--- src/rtl/ndn_pkg.sv ---
// Shared definitions for the NDN Data ingress parser and the FIB data path.
//   - FSM state encoding of the ingress parser
//   - prefix / prefix-length widths
//   - Data packet type byte, default payload size and accept timeout
package ndn_pkg;

  localparam int unsigned NDN_PREFIX_W       = 64;
  localparam int unsigned NDN_LEN_W          = 6;
  localparam logic [7:0]  NDN_DATA_TYPE      = 8'h06;
  // Shared with the FIB: payload bytes moved per packet.
  localparam int unsigned NDN_PAYLOAD_BYTES  = 1024;
  localparam int unsigned NDN_ACCEPT_TIMEOUT = 256;

  typedef enum logic [2:0] {
    StIdle,
    StHdrLen,
    StHdrPfx,
    StAnnounce,
    StWaitAcc,
    StPayload,
    StDrop
  } ndn_state_e;

endpackage

--- src/rtl/ndn_data_ingress_parser_if.sv ---
// Link + FIB handshake bundle of the NDN Data ingress parser.
//   Link side : in_byte, in_valid -> parser; in_ready <- parser
//   FIB side  : ready_for_data -> parser; data_prefix, data_len, data_ready,
//               data_out, data_out_valid <- parser
//   Status    : drop_pulse, underrun (+ pkt_count, drop_count when
//               NDN_INGRESS_STATS_EN is defined) <- parser
// Modports: master = link/FIB environment, slave = the parser.
interface ndn_data_ingress_parser_if;
  import ndn_pkg::*;

  logic [7:0]              in_byte;
  logic                    in_valid;
  logic                    in_ready;
  logic                    ready_for_data;
  logic [NDN_PREFIX_W-1:0] data_prefix;
  logic [NDN_LEN_W-1:0]    data_len;
  logic                    data_ready;
  logic [7:0]              data_out;
  logic                    data_out_valid;
  logic                    drop_pulse;
  logic                    underrun;
`ifdef NDN_INGRESS_STATS_EN
  logic [15:0]             pkt_count;
  logic [15:0]             drop_count;

  modport master (
    output in_byte, in_valid, ready_for_data,
    input  in_ready, data_prefix, data_len, data_ready, data_out, data_out_valid,
           drop_pulse, underrun, pkt_count, drop_count
  );
  modport slave (
    input  in_byte, in_valid, ready_for_data,
    output in_ready, data_prefix, data_len, data_ready, data_out, data_out_valid,
           drop_pulse, underrun, pkt_count, drop_count
  );
`else
  modport master (
    output in_byte, in_valid, ready_for_data,
    input  in_ready, data_prefix, data_len, data_ready, data_out, data_out_valid,
           drop_pulse, underrun
  );
  modport slave (
    input  in_byte, in_valid, ready_for_data,
    output in_ready, data_prefix, data_len, data_ready, data_out, data_out_valid,
           drop_pulse, underrun
  );
`endif

endinterface

--- src/rtl/ndn_byte_counter.sv ---
// Loadable up/down counter with a terminal-count flag.
//   clk, rst   : clock, asynchronous active-high reset (count -> 0)
//   load_i     : load load_val_i (has priority over en_i)
//   en_i       : step by one in the CountUp direction
//   tc_o       : count currently equals TcVal
module ndn_byte_counter #(
  parameter int unsigned      Width   = 8,
  parameter bit               CountUp = 1'b1,
  parameter logic [Width-1:0] TcVal   = '0
) (
  input  logic             clk,
  input  logic             rst,
  input  logic             load_i,
  input  logic [Width-1:0] load_val_i,
  input  logic             en_i,
  output logic             tc_o
);

  logic [Width-1:0] count_d, count_q;

  always_comb begin
    count_d = count_q;
    if (load_i) begin
      count_d = load_val_i;
    end else if (en_i) begin
      count_d = CountUp ? count_q + Width'(1) : count_q - Width'(1);
    end
  end

  always_ff @(posedge clk or posedge rst) begin
    if (rst) begin
      count_q <= '0;
    end else begin
      count_q <= count_d;
    end
  end

  assign tc_o = (count_q == TcVal);

endmodule

--- src/rtl/ndn_data_ingress_parser.sv ---
// NDN Data ingress parser: byte-serial link -> FIB data path.
// Parses type, prefix length and 64-bit prefix, announces the header with a
// one-cycle data_ready, waits for ready_for_data and then passes the payload
// straight through (zero latency). Malformed or unaccepted packets are drained.
//   clk, rst : clock, asynchronous active-high reset
//   bus      : ndn_data_ingress_parser_if.slave (link, FIB and status signals)
// Optional: define NDN_INGRESS_STATS_EN to add saturating pkt_count/drop_count.
module ndn_data_ingress_parser
  import ndn_pkg::*;
#(
  parameter int unsigned PAYLOAD_BYTES  = NDN_PAYLOAD_BYTES,
  parameter int unsigned ACCEPT_TIMEOUT = NDN_ACCEPT_TIMEOUT,
  parameter logic [7:0]  DATA_TYPE      = NDN_DATA_TYPE
) (
  input logic                      clk,
  input logic                      rst,
  ndn_data_ingress_parser_if.slave bus
);

  localparam int unsigned CntW = $clog2(PAYLOAD_BYTES + 10);
  localparam int unsigned TmoW = $clog2(ACCEPT_TIMEOUT);
  localparam int unsigned PfxBytes = NDN_PREFIX_W / 8;

  // Drain loads equal the bytes still owed by the link, so the byte that
  // takes the counter to zero is the last byte of the packet.
  localparam logic [CntW-1:0] TypeDrain = CntW'(PfxBytes + 1 + PAYLOAD_BYTES);
  localparam logic [CntW-1:0] LenDrain  = CntW'(PfxBytes + PAYLOAD_BYTES);
  localparam logic [CntW-1:0] PldCount  = CntW'(PAYLOAD_BYTES);
  localparam logic [TmoW-1:0] TmoLast   = TmoW'(ACCEPT_TIMEOUT - 1);

  ndn_state_e state_d, state_q;

  logic [NDN_PREFIX_W-1:0] data_prefix_d, data_prefix_q;
  logic [NDN_LEN_W-1:0]    data_len_d, data_len_q;
  logic                    underrun_d, underrun_q;

  logic            pfx_load, pfx_inc, pfx_last;
  logic            cnt_load, cnt_dec, cnt_last;
  logic [CntW-1:0] cnt_val;
  logic            tmo_load, tmo_inc, tmo_last;
  logic            len_we, pfx_shift, underrun_set;
  logic            data_ready, drop_pulse;

  ndn_byte_counter #(
    .Width   (3),
    .CountUp (1'b1),
    .TcVal   (3'd7)
  ) u_pfx_cnt (
    .clk        (clk),
    .rst        (rst),
    .load_i     (pfx_load),
    .load_val_i (3'd0),
    .en_i       (pfx_inc),
    .tc_o       (pfx_last)
  );

  // Shared payload / drop down-counter; flags the final byte at count 1.
  ndn_byte_counter #(
    .Width   (CntW),
    .CountUp (1'b0),
    .TcVal   (CntW'(1))
  ) u_byte_cnt (
    .clk        (clk),
    .rst        (rst),
    .load_i     (cnt_load),
    .load_val_i (cnt_val),
    .en_i       (cnt_dec),
    .tc_o       (cnt_last)
  );

  ndn_byte_counter #(
    .Width   (TmoW),
    .CountUp (1'b1),
    .TcVal   (TmoLast)
  ) u_tmo_cnt (
    .clk        (clk),
    .rst        (rst),
    .load_i     (tmo_load),
    .load_val_i (TmoW'(0)),
    .en_i       (tmo_inc),
    .tc_o       (tmo_last)
  );

  // in_ready is 1 in every state that consumes link bytes, so in_valid alone
  // marks a transfer inside those states.
  always_comb begin
    state_d      = state_q;
    data_ready   = 1'b0;
    drop_pulse   = 1'b0;
    underrun_set = 1'b0;
    pfx_load     = 1'b0;
    pfx_inc      = 1'b0;
    cnt_load     = 1'b0;
    cnt_val      = '0;
    cnt_dec      = 1'b0;
    tmo_load     = 1'b0;
    tmo_inc      = 1'b0;
    len_we       = 1'b0;
    pfx_shift    = 1'b0;
    unique case (state_q)
      StIdle: begin
        if (bus.in_valid) begin
          if (bus.in_byte == DATA_TYPE) begin
            state_d = StHdrLen;
          end else begin
            state_d  = StDrop;
            cnt_load = 1'b1;
            cnt_val  = TypeDrain;
          end
        end
      end
      StHdrLen: begin
        if (bus.in_valid) begin
          len_we = 1'b1;
          if (bus.in_byte[7:NDN_LEN_W] != '0) begin
            state_d  = StDrop;
            cnt_load = 1'b1;
            cnt_val  = LenDrain;
          end else begin
            state_d  = StHdrPfx;
            pfx_load = 1'b1;
          end
        end
      end
      StHdrPfx: begin
        if (bus.in_valid) begin
          pfx_shift = 1'b1;
          pfx_inc   = 1'b1;
          if (pfx_last) begin
            state_d = StAnnounce;
          end
        end
      end
      StAnnounce: begin
        data_ready = 1'b1;
        tmo_load   = 1'b1;
        state_d    = StWaitAcc;
      end
      StWaitAcc: begin
        tmo_inc = 1'b1;
        // Acceptance wins over a simultaneous timeout.
        if (bus.ready_for_data) begin
          state_d  = StPayload;
          cnt_load = 1'b1;
          cnt_val  = PldCount;
        end else if (tmo_last) begin
          state_d  = StDrop;
          cnt_load = 1'b1;
          cnt_val  = PldCount;
        end
      end
      StPayload: begin
        if (!bus.in_valid) begin
          underrun_set = 1'b1;
        end else begin
          cnt_dec = 1'b1;
          if (cnt_last) begin
            state_d = StIdle;
          end
        end
      end
      StDrop: begin
        if (bus.in_valid) begin
          cnt_dec = 1'b1;
          if (cnt_last) begin
            drop_pulse = 1'b1;
            state_d    = StIdle;
          end
        end
      end
      default: state_d = StIdle;
    endcase
  end

  always_comb begin
    data_prefix_d = data_prefix_q;
    if (pfx_shift) begin
      data_prefix_d = {data_prefix_q[NDN_PREFIX_W-9:0], bus.in_byte};
    end
    data_len_d = len_we ? bus.in_byte[NDN_LEN_W-1:0] : data_len_q;
    underrun_d = underrun_q | underrun_set;
  end

  always_ff @(posedge clk or posedge rst) begin
    if (rst) begin
      state_q       <= StIdle;
      data_prefix_q <= '0;
      data_len_q    <= '0;
      underrun_q    <= 1'b0;
    end else begin
      state_q       <= state_d;
      data_prefix_q <= data_prefix_d;
      data_len_q    <= data_len_d;
      underrun_q    <= underrun_d;
    end
  end

  logic in_ready_st;
  assign in_ready_st = state_q inside {StIdle, StHdrLen, StHdrPfx, StPayload, StDrop};

  // Held low during reset so no byte looks accepted while the FSM is cleared.
  assign bus.in_ready       = in_ready_st & ~rst;
  assign bus.data_prefix    = data_prefix_q;
  assign bus.data_len       = data_len_q;
  assign bus.data_ready     = data_ready;
  assign bus.data_out_valid = (state_q == StPayload) & bus.in_valid;
  assign bus.data_out       = bus.data_out_valid ? bus.in_byte : 8'h00;
  assign bus.drop_pulse     = drop_pulse;
  assign bus.underrun       = underrun_q;

`ifdef NDN_INGRESS_STATS_EN
  logic        pkt_done;
  logic [15:0] pkt_count_d, pkt_count_q;
  logic [15:0] drop_count_d, drop_count_q;

  assign pkt_done = (state_q == StPayload) & bus.in_valid & cnt_last;

  always_comb begin
    pkt_count_d  = pkt_count_q;
    drop_count_d = drop_count_q;
    if (pkt_done && (pkt_count_q != 16'hFFFF)) begin
      pkt_count_d = pkt_count_q + 16'd1;
    end
    if (drop_pulse && (drop_count_q != 16'hFFFF)) begin
      drop_count_d = drop_count_q + 16'd1;
    end
  end

  always_ff @(posedge clk or posedge rst) begin
    if (rst) begin
      pkt_count_q  <= '0;
      drop_count_q <= '0;
    end else begin
      pkt_count_q  <= pkt_count_d;
      drop_count_q <= drop_count_d;
    end
  end

  assign bus.pkt_count  = pkt_count_q;
  assign bus.drop_count = drop_count_q;
`endif

endmodule

--- src/flat_wrapper.sv ---
// flat-port wrapper written by rule: the top's interface ports become plain ports
module ndn_data_ingress_parser_flat import ndn_pkg::*;
#(
  parameter int unsigned PAYLOAD_BYTES  = NDN_PAYLOAD_BYTES,
  parameter int unsigned ACCEPT_TIMEOUT = NDN_ACCEPT_TIMEOUT,
  parameter logic [7:0]  DATA_TYPE      = NDN_DATA_TYPE
)
  (clk, rst, bus_in_byte, bus_in_valid, bus_ready_for_data, bus_in_ready, bus_data_prefix, bus_data_len, bus_data_ready, bus_data_out, bus_data_out_valid, bus_drop_pulse, bus_underrun);
  ndn_data_ingress_parser_if bus_i ();
  input logic clk;
  input logic rst;
  input wire logic [$bits(bus_i.in_byte)-1:0] bus_in_byte;
  input wire logic [$bits(bus_i.in_valid)-1:0] bus_in_valid;
  input wire logic [$bits(bus_i.ready_for_data)-1:0] bus_ready_for_data;
  output wire logic [$bits(bus_i.in_ready)-1:0] bus_in_ready;
  output wire logic [$bits(bus_i.data_prefix)-1:0] bus_data_prefix;
  output wire logic [$bits(bus_i.data_len)-1:0] bus_data_len;
  output wire logic [$bits(bus_i.data_ready)-1:0] bus_data_ready;
  output wire logic [$bits(bus_i.data_out)-1:0] bus_data_out;
  output wire logic [$bits(bus_i.data_out_valid)-1:0] bus_data_out_valid;
  output wire logic [$bits(bus_i.drop_pulse)-1:0] bus_drop_pulse;
  output wire logic [$bits(bus_i.underrun)-1:0] bus_underrun;
  assign bus_i.in_byte = bus_in_byte;
  assign bus_i.in_valid = bus_in_valid;
  assign bus_i.ready_for_data = bus_ready_for_data;
  assign bus_in_ready = bus_i.in_ready;
  assign bus_data_prefix = bus_i.data_prefix;
  assign bus_data_len = bus_i.data_len;
  assign bus_data_ready = bus_i.data_ready;
  assign bus_data_out = bus_i.data_out;
  assign bus_data_out_valid = bus_i.data_out_valid;
  assign bus_drop_pulse = bus_i.drop_pulse;
  assign bus_underrun = bus_i.underrun;
  ndn_data_ingress_parser #(.PAYLOAD_BYTES(PAYLOAD_BYTES), .ACCEPT_TIMEOUT(ACCEPT_TIMEOUT), .DATA_TYPE(DATA_TYPE)) u_core (.clk(clk), .rst(rst), .bus(bus_i));
endmodule
--- config.mk ---
export PLATFORM = sky130hd
export DESIGN_NAME = ndn_data_ingress_parser_flat
export DESIGN_NICKNAME = d
export VERILOG_FILES = /design/src/rtl/ndn_pkg.sv /design/src/rtl/ndn_data_ingress_parser_if.sv /design/src/rtl/ndn_byte_counter.sv /design/src/rtl/ndn_data_ingress_parser.sv /design/src/flat_wrapper.sv
export SDC_FILE = /design/constraint.sdc
export NUM_CORES = 1
export LEC_CHECK = 0
export ABC_AREA = 1
export CAP_MARGIN = 20
export CELL_PAD_IN_SITES_DETAIL_PLACEMENT = 0
export CELL_PAD_IN_SITES_GLOBAL_PLACEMENT = 2
export CORE_UTILIZATION = 31
export CTS_CLUSTER_SIZE = 24
export DETAILED_ROUTE_END_ITERATION = 6
export PLACE_DENSITY_LB_ADDON = 0.1
export SLEW_MARGIN = 20
export SYNTH_ARGS = -nofsm -noshare
export SYNTH_HDL_FRONTEND = slang
export SYNTH_SLANG_ARGS = --single-unit
--- constraint.sdc ---
create_clock -name clk -period 7.2 [get_ports clk]
set_input_delay 1.44 -clock clk [delete_from_list [all_inputs] [get_ports clk]]
set_output_delay 1.44 -clock clk [all_outputs]
set_load 0.01 [all_outputs]
**After elaboration in Yosys (flattened, before gate mapping)**

Index checks and enable logic that the tools add are counted.

- $add $sub $neg: 3
- Equal/unequal tests: 17
- Muxes and demuxes: 46
- Bitwise gates (word level): 4
- Reduce and logical (&&, ||, !) cells: 8

Operators with widths:

| cell | number |
|---|---|
| $mux W11 | 8 |
| $mux W3 | 12 |
| $pmux W11 S3 | 1 |
| $mux W8 | 3 |
| $mux W1 | 20 |
| $pmux W3 S6 | 1 |
| $eq A3 B3 Y1 const B | 4 |
| $eq A11 B1 Y1 const B | 1 |
| $sub A11 B1 Y11 const B | 1 |
| $add A8 B1 Y8 const B | 1 |
| $eq A8 B3 Y1 const B | 1 |
| $eq A8 B8 Y1 const B | 1 |
| $reduce_bool A2 Y1 | 4 |
| $reduce_and A7 Y1 | 1 |
| $eq A3 B2 Y1 const B | 2 |
| $ne A2 B1 Y1 const B | 3 |
| $ne A2 B2 Y1 const B | 3 |
| $reduce_bool A5 Y1 | 1 |
| $add A3 B1 Y3 const B | 1 |
| $eq A3 B1 Y1 const B | 1 |
| $logic_not A3 Y1 | 1 |
| $ne A3 B2 Y1 const B | 1 |
| $pmux W1 S3 | 1 |
| $and A1 B1 Y1 | 2 |
| 3 further kinds | 3 |

- Register bits: 96
- Bits of input ports: 12
- Output and inout bits: 83
- Word-level logic and storage cells: 85

**Depth between registers and ports, before layout**

- Word-level depth: 5
- Gate-level depth with buffers: 9

**Hierarchy**

Synthesis repeated with hierarchy kept, for this count alone.

- Cell total of the unflattened synthesis: 543
- Area, all modules: 4543.1 um^2

By module, submodules not included:

| module | instances | cells each | area an instance (um^2) | seq. area each (um^2) |
|---|---|---|---|---|
| ndn_data_ingress_parser | 1 | 355 | 3116.7 | 1851.8 |
| ndn_byte_counter (u_core.u_byte_cnt) | 1 | 101 | 742.0 | 275.3 |
| ndn_byte_counter (u_core.u_tmo_cnt) | 1 | 67 | 515.5 | 200.2 |
| ndn_byte_counter (u_core.u_pfx_cnt) | 1 | 20 | 168.9 | 75.1 |

**Worst setup path after synthesis**

No wires, ideal clock.

- Kind: input -> output
- From: in bus_in_valid
- To: out bus_drop_pulse
- Arrival time: 2.079 ns
- Required time: 5.760 ns
- Path slack: 3.681 ns
- Stages: 3
- Cell sequence: nand4_1 > or2_1 > nor4_1

- Longest elaborated chain between the ends: 2

Ends and longest elaborated chain:

| element | RTL line | text |
|---|---|---|
| from (decl) | flat_wrapper.sv:13 | `input wire logic [$bits(bus_i.in_valid)-1:0] bus_in_valid;` |
| $mux W1 | ndn_data_ingress_parser.sv:163 | `if (bus.in_valid) begin` |
| $mux W1 | ndn_data_ingress_parser.sv:100 | `unique case (state_q)` |
| to (decl) | flat_wrapper.sv:21 | `output wire logic [$bits(bus_i.drop_pulse)-1:0] bus_drop_pulse;` |

No other way between the ends.

**Worst setup path in the final report**

- From: in bus_in_valid
- To: out bus_data_out[0]

- Longest elaborated chain between the ends: 2

Ends and longest elaborated chain:

| element | RTL line | text |
|---|---|---|
| $and A1 B1 Y1 | ndn_data_ingress_parser.sv:206 | `assign bus.data_out_valid = (state_q == StPayload) & bus.in_valid;` |
| $mux W8 | ndn_data_ingress_parser.sv:207 | `assign bus.data_out = bus.data_out_valid ? bus.in_byte : 8'h00;` |
| to (decl) | flat_wrapper.sv:19 | `output wire logic [$bits(bus_i.data_out)-1:0] bus_data_out;` |

No other way between the ends.

==> run metrics <==
status finished clean; cells along the critical path clkdlybuf4s50_1, inv_1, nor2_1, inv_1, nor2_1, clkdlybuf4s50_1; area of the mapped netlist 0.00426 mm²; die boundary width about 120 µm; share of the synthesized area in the top cell type between 50 and 60%; number of synthesis warnings 0; max incr delay on CP ~0.60 ns; Ant. Diodes 0; clock-pin slew on the worst setup and hold paths around 0.06 ns; count of nets left with antenna violations after detail routing 0; power density cells 447 mW/mm²; worst-path cell with the longest stage delay sky130_fd_sc_hd__clkdlybuf4s50_1; Std-Cell Rows 42; global-route wire length before repair about 18 mm; GRT Total Usage about 16%; type of element launching the critical path primary input; maximum fanout along the worst path 8; synth-to-layout area growth 32.2%; average size of a mapped cell between 8 and 9 µm²; antenna violations before repair 0; register area 0.00240 mm²; I/O pin total 95; clock share of power around a fifth; clock insertion delay at the later pin of the skew report about 0.34 ns; post-detail-place hpwl 7.32 mm; number of nets in the layout 620; number of iterations in the first detailed-routing pass 4; type of destination of the critical path primary output; top achievable clock speed 216 MHz; number of levels in the clock H-tree 3; Worst Reg-to-Reg Cells 7; post-route design area about 0.0056 mm²; Worst Tran Pin Value roughly 0.96 ns; Internal Pwr Total roughly 1.6 mW; input/output buffers 94; unrepaired setup endpoints after global routing no; Syn Nets 530; share of power burned in combinational logic between 40% and 50%; most instantiated cells after synthesis sky130_fd_sc_hd__nand2_1, sky130_fd_sc_hd__dfrtp_1, sky130_fd_sc_hd__nor2_1; endpoint required time on the critical path between 5 and 6 ns; leading post-synthesis cells by cell area sky130_fd_sc_hd__dfrtp_1, sky130_fd_sc_hd__nand2_1, sky130_fd_sc_hd__nor2_1; core footprint between 0.01 and 0.015 mm²; placed cell count around 770; filler cell count in the final layout 1,405; switching power as a share of total power around 38%; clock sinks 96; Max rail drop VDD around 0.00013 V; Multi-input gate area 0.00160 mm²; number of enable-type register cells in the synthesized netlist 0; full die area between 0.01 and 0.015 mm²; register bit count reported by yosys 96; initial detailed-routing violation count 207; Hold WC Path Type reg -> reg; async set or reset register ratio after synthesis 100%; Final Routed Wirelength around 11 mm; Clock Skews approximately 0.0051 ns; vias post-DR 3,549; Seq pwr share between 30% and 40%; Pins Over Slew Limit 0; most frequently used cell type in the post-synthesis netlist sky130_fd_sc_hd__nand2_1; dominant cell type by area after synthesis sky130_fd_sc_hd__dfrtp_1; Resized Gates After CTS 0; Final setup viols 0; register area share after synthesis between 50 and 60%; cell count after synthesis 513; flip-flop cell with the highest count after synthesis sky130_fd_sc_hd__dfrtp_1; detailed-route vias per instance about 4.5; fraction of layout cells with a size suffix above 1 between 4 and 5%; final critical-path required period 4.64 ns; post-route insts no fill about 780; instance area after placement roughly 0.0053 mm²; share of the clock period used by the worst path 64.4%; final weighted congestion in routability-driven placement roughly 0.81; number of buffers inserted to repair setup after CTS 0; DRC violations left 0; Data arrival, critical path between 3 and 4 ns; TritonCTS clock tree done; distinct cell type count of the synthesized netlist 28; static power due to leakage about 2.8 nW; final core occ around 42%; die boundary height about 120 µm; minimum setup slack after placement ~2.6 ns; met2 GRT Util between 20% and 30%; met3 demand-to-capacity share in global routing 2.49%; NetSw approximately 950 µW; count of max-cap constraint violations 0; highest-utilization routing layer at the global route stage met2; Clk Tree Root Cell sky130_fd_sc_hd__clkbuf_16; effective utilization at floorplan 31.9%; buffers from clock root to sink, at most 2; drt wl/cell 13.7 µm; Crit Path Class in -> out; minimum setup slack among reg-to-reg paths about 5.3 ns; met1 GRT Util between 20 and 25%; Fin Setup TNS 0 ns; setup slack after layout approximately 2.6 ns; largest net degree at the start of global routing 77; TritonCTS buffer count 9; number of global-route vias before repair 3,507; hold buffer count at CTS 0; Slew HR a little over a third; Worst Hold Depth 2; final hold violations 0; GR Overflow Total 0
-- layer usage --
layer / vias to the layer above / wire [µm]
li1: 1789 / -
met1: 1672 / 5210
met2: 77 / 4900
met3: 11 / 461
met4: 0 / 161
met5: - / 0
-- worst max-delay path, delay by kind of cell --
family / cells / cell delay, ns
buf+inv: 4 / 1.47
simple gates: 2 / 0.29
-- cells by family after synthesis --
logic type	synth area share, %
xor gates and xnor gates	1.64
DFF	56.4
buffers and inverters	6.16
adders and majority gates	1.47
AOI/OAI and AO/OA	6.37
and+or+nand+nor	28.0
-- placed cells by master, fill, tap and decap left out --
cell type / synthesis / layout
sky130_fd_sc_hd__a21oi_1: 7 / 7
sky130_fd_sc_hd__a21oi_2: 1 / 1
sky130_fd_sc_hd__and3_1: 1 / 1
sky130_fd_sc_hd__buf_4: 1 / 2
sky130_fd_sc_hd__bufinv_16: 0 / 1
sky130_fd_sc_hd__clkbuf_1: 3 / 3
sky130_fd_sc_hd__clkbuf_16: 0 / 9
sky130_fd_sc_hd__clkbuf_8: 0 / 2
sky130_fd_sc_hd__clkdlybuf4s50_1: 0 / 94
sky130_fd_sc_hd__clkinvlp_4: 0 / 1
sky130_fd_sc_hd__dfrtp_1: 96 / 96
sky130_fd_sc_hd__ha_1: 5 / 5
sky130_fd_sc_hd__inv_1: 37 / 36
sky130_fd_sc_hd__inv_2: 4 / 4
sky130_fd_sc_hd__inv_4: 0 / 1
sky130_fd_sc_hd__nand2_1: 208 / 208
sky130_fd_sc_hd__nand2_2: 2 / 2
sky130_fd_sc_hd__nand3_1: 20 / 20
sky130_fd_sc_hd__nand3_2: 3 / 3
sky130_fd_sc_hd__nand3b_1: 1 / 1
sky130_fd_sc_hd__nand4_1: 4 / 4
sky130_fd_sc_hd__nor2_1: 44 / 44
sky130_fd_sc_hd__nor2_2: 2 / 2
sky130_fd_sc_hd__nor3_1: 7 / 7
sky130_fd_sc_hd__nor4_1: 1 / 1
sky130_fd_sc_hd__o211ai_1: 1 / 1
sky130_fd_sc_hd__o21a_1: 1 / 1
sky130_fd_sc_hd__o21ai_0: 31 / 31
sky130_fd_sc_hd__o21ai_1: 7 / 7
sky130_fd_sc_hd__o21bai_1: 3 / 3
sky130_fd_sc_hd__or2_1: 2 / 2
sky130_fd_sc_hd__xor2_1: 8 / 8
-- state kept, by name (all words and copies together) (netlist names) --
register	count
u_core.bus.data_len	6
u_core.u_pfx_cnt.count_q	3
u_core.state_q	3
u_core.bus.underrun	1
u_core.u_byte_cnt.count_q	11
u_core.bus.data_prefix	64
u_core.u_tmo_cnt.count_q	8
-- power by group through the flow --
stage / logic, mW / clock network, mW / registers (mW)
after floorplan: 0.523 / 0 / 1.01
after global placement: 1.08 / 0 / 0.964
after detailed placement: 1.09 / 0 / 0.968
after CTS: 1.09 / 0.506 / 0.961
after global routing: 1.20 / 0.523 / 0.996
final: 1.07 / 0.489 / 0.956
-- final cells by class --
cell class | count | share of cell area, %
Clock buffer | 14 | 4.69
Clock inverter | 2 | 0.666
Inverter | 41 | 2.78
Multi-Input combinational cell | 359 | 28.4
Sequential cell | 96 | 42.6
Tap cell | 176 | 3.91
Timing Repair Buffer | 96 | 17.0
-- worst paths after layout --
| path | start | end |
|---|---|---|
| max | bus_in_valid | bus_data_out[0] |
| min | u_core.bus.data_prefix[59] | u_core.bus.data_prefix[59] |
| max reg2reg | u_core.state_q[0] | u_core.u_byte_cnt.count_q[1] |
| min reg2reg | u_core.bus.data_prefix[59] | u_core.bus.data_prefix[59] |
| max in group asynchronous | rst | u_core.bus.data_prefix[53] |
| min in group asynchronous | rst | u_core.u_tmo_cnt.count_q[2] |
-- metrics by stage --
stage / power [mW] / hold WS [ns]
floorplan: 1.53 / 0.471
global route: 2.72 / 0.505
global placement: 2.05 / 0.465
CTS: 2.56 / 0.482
finish: 2.52 / 0.479
detailed placement: 2.06 / 0.464
No activity file was read; power rests on OpenSTA's default activity.
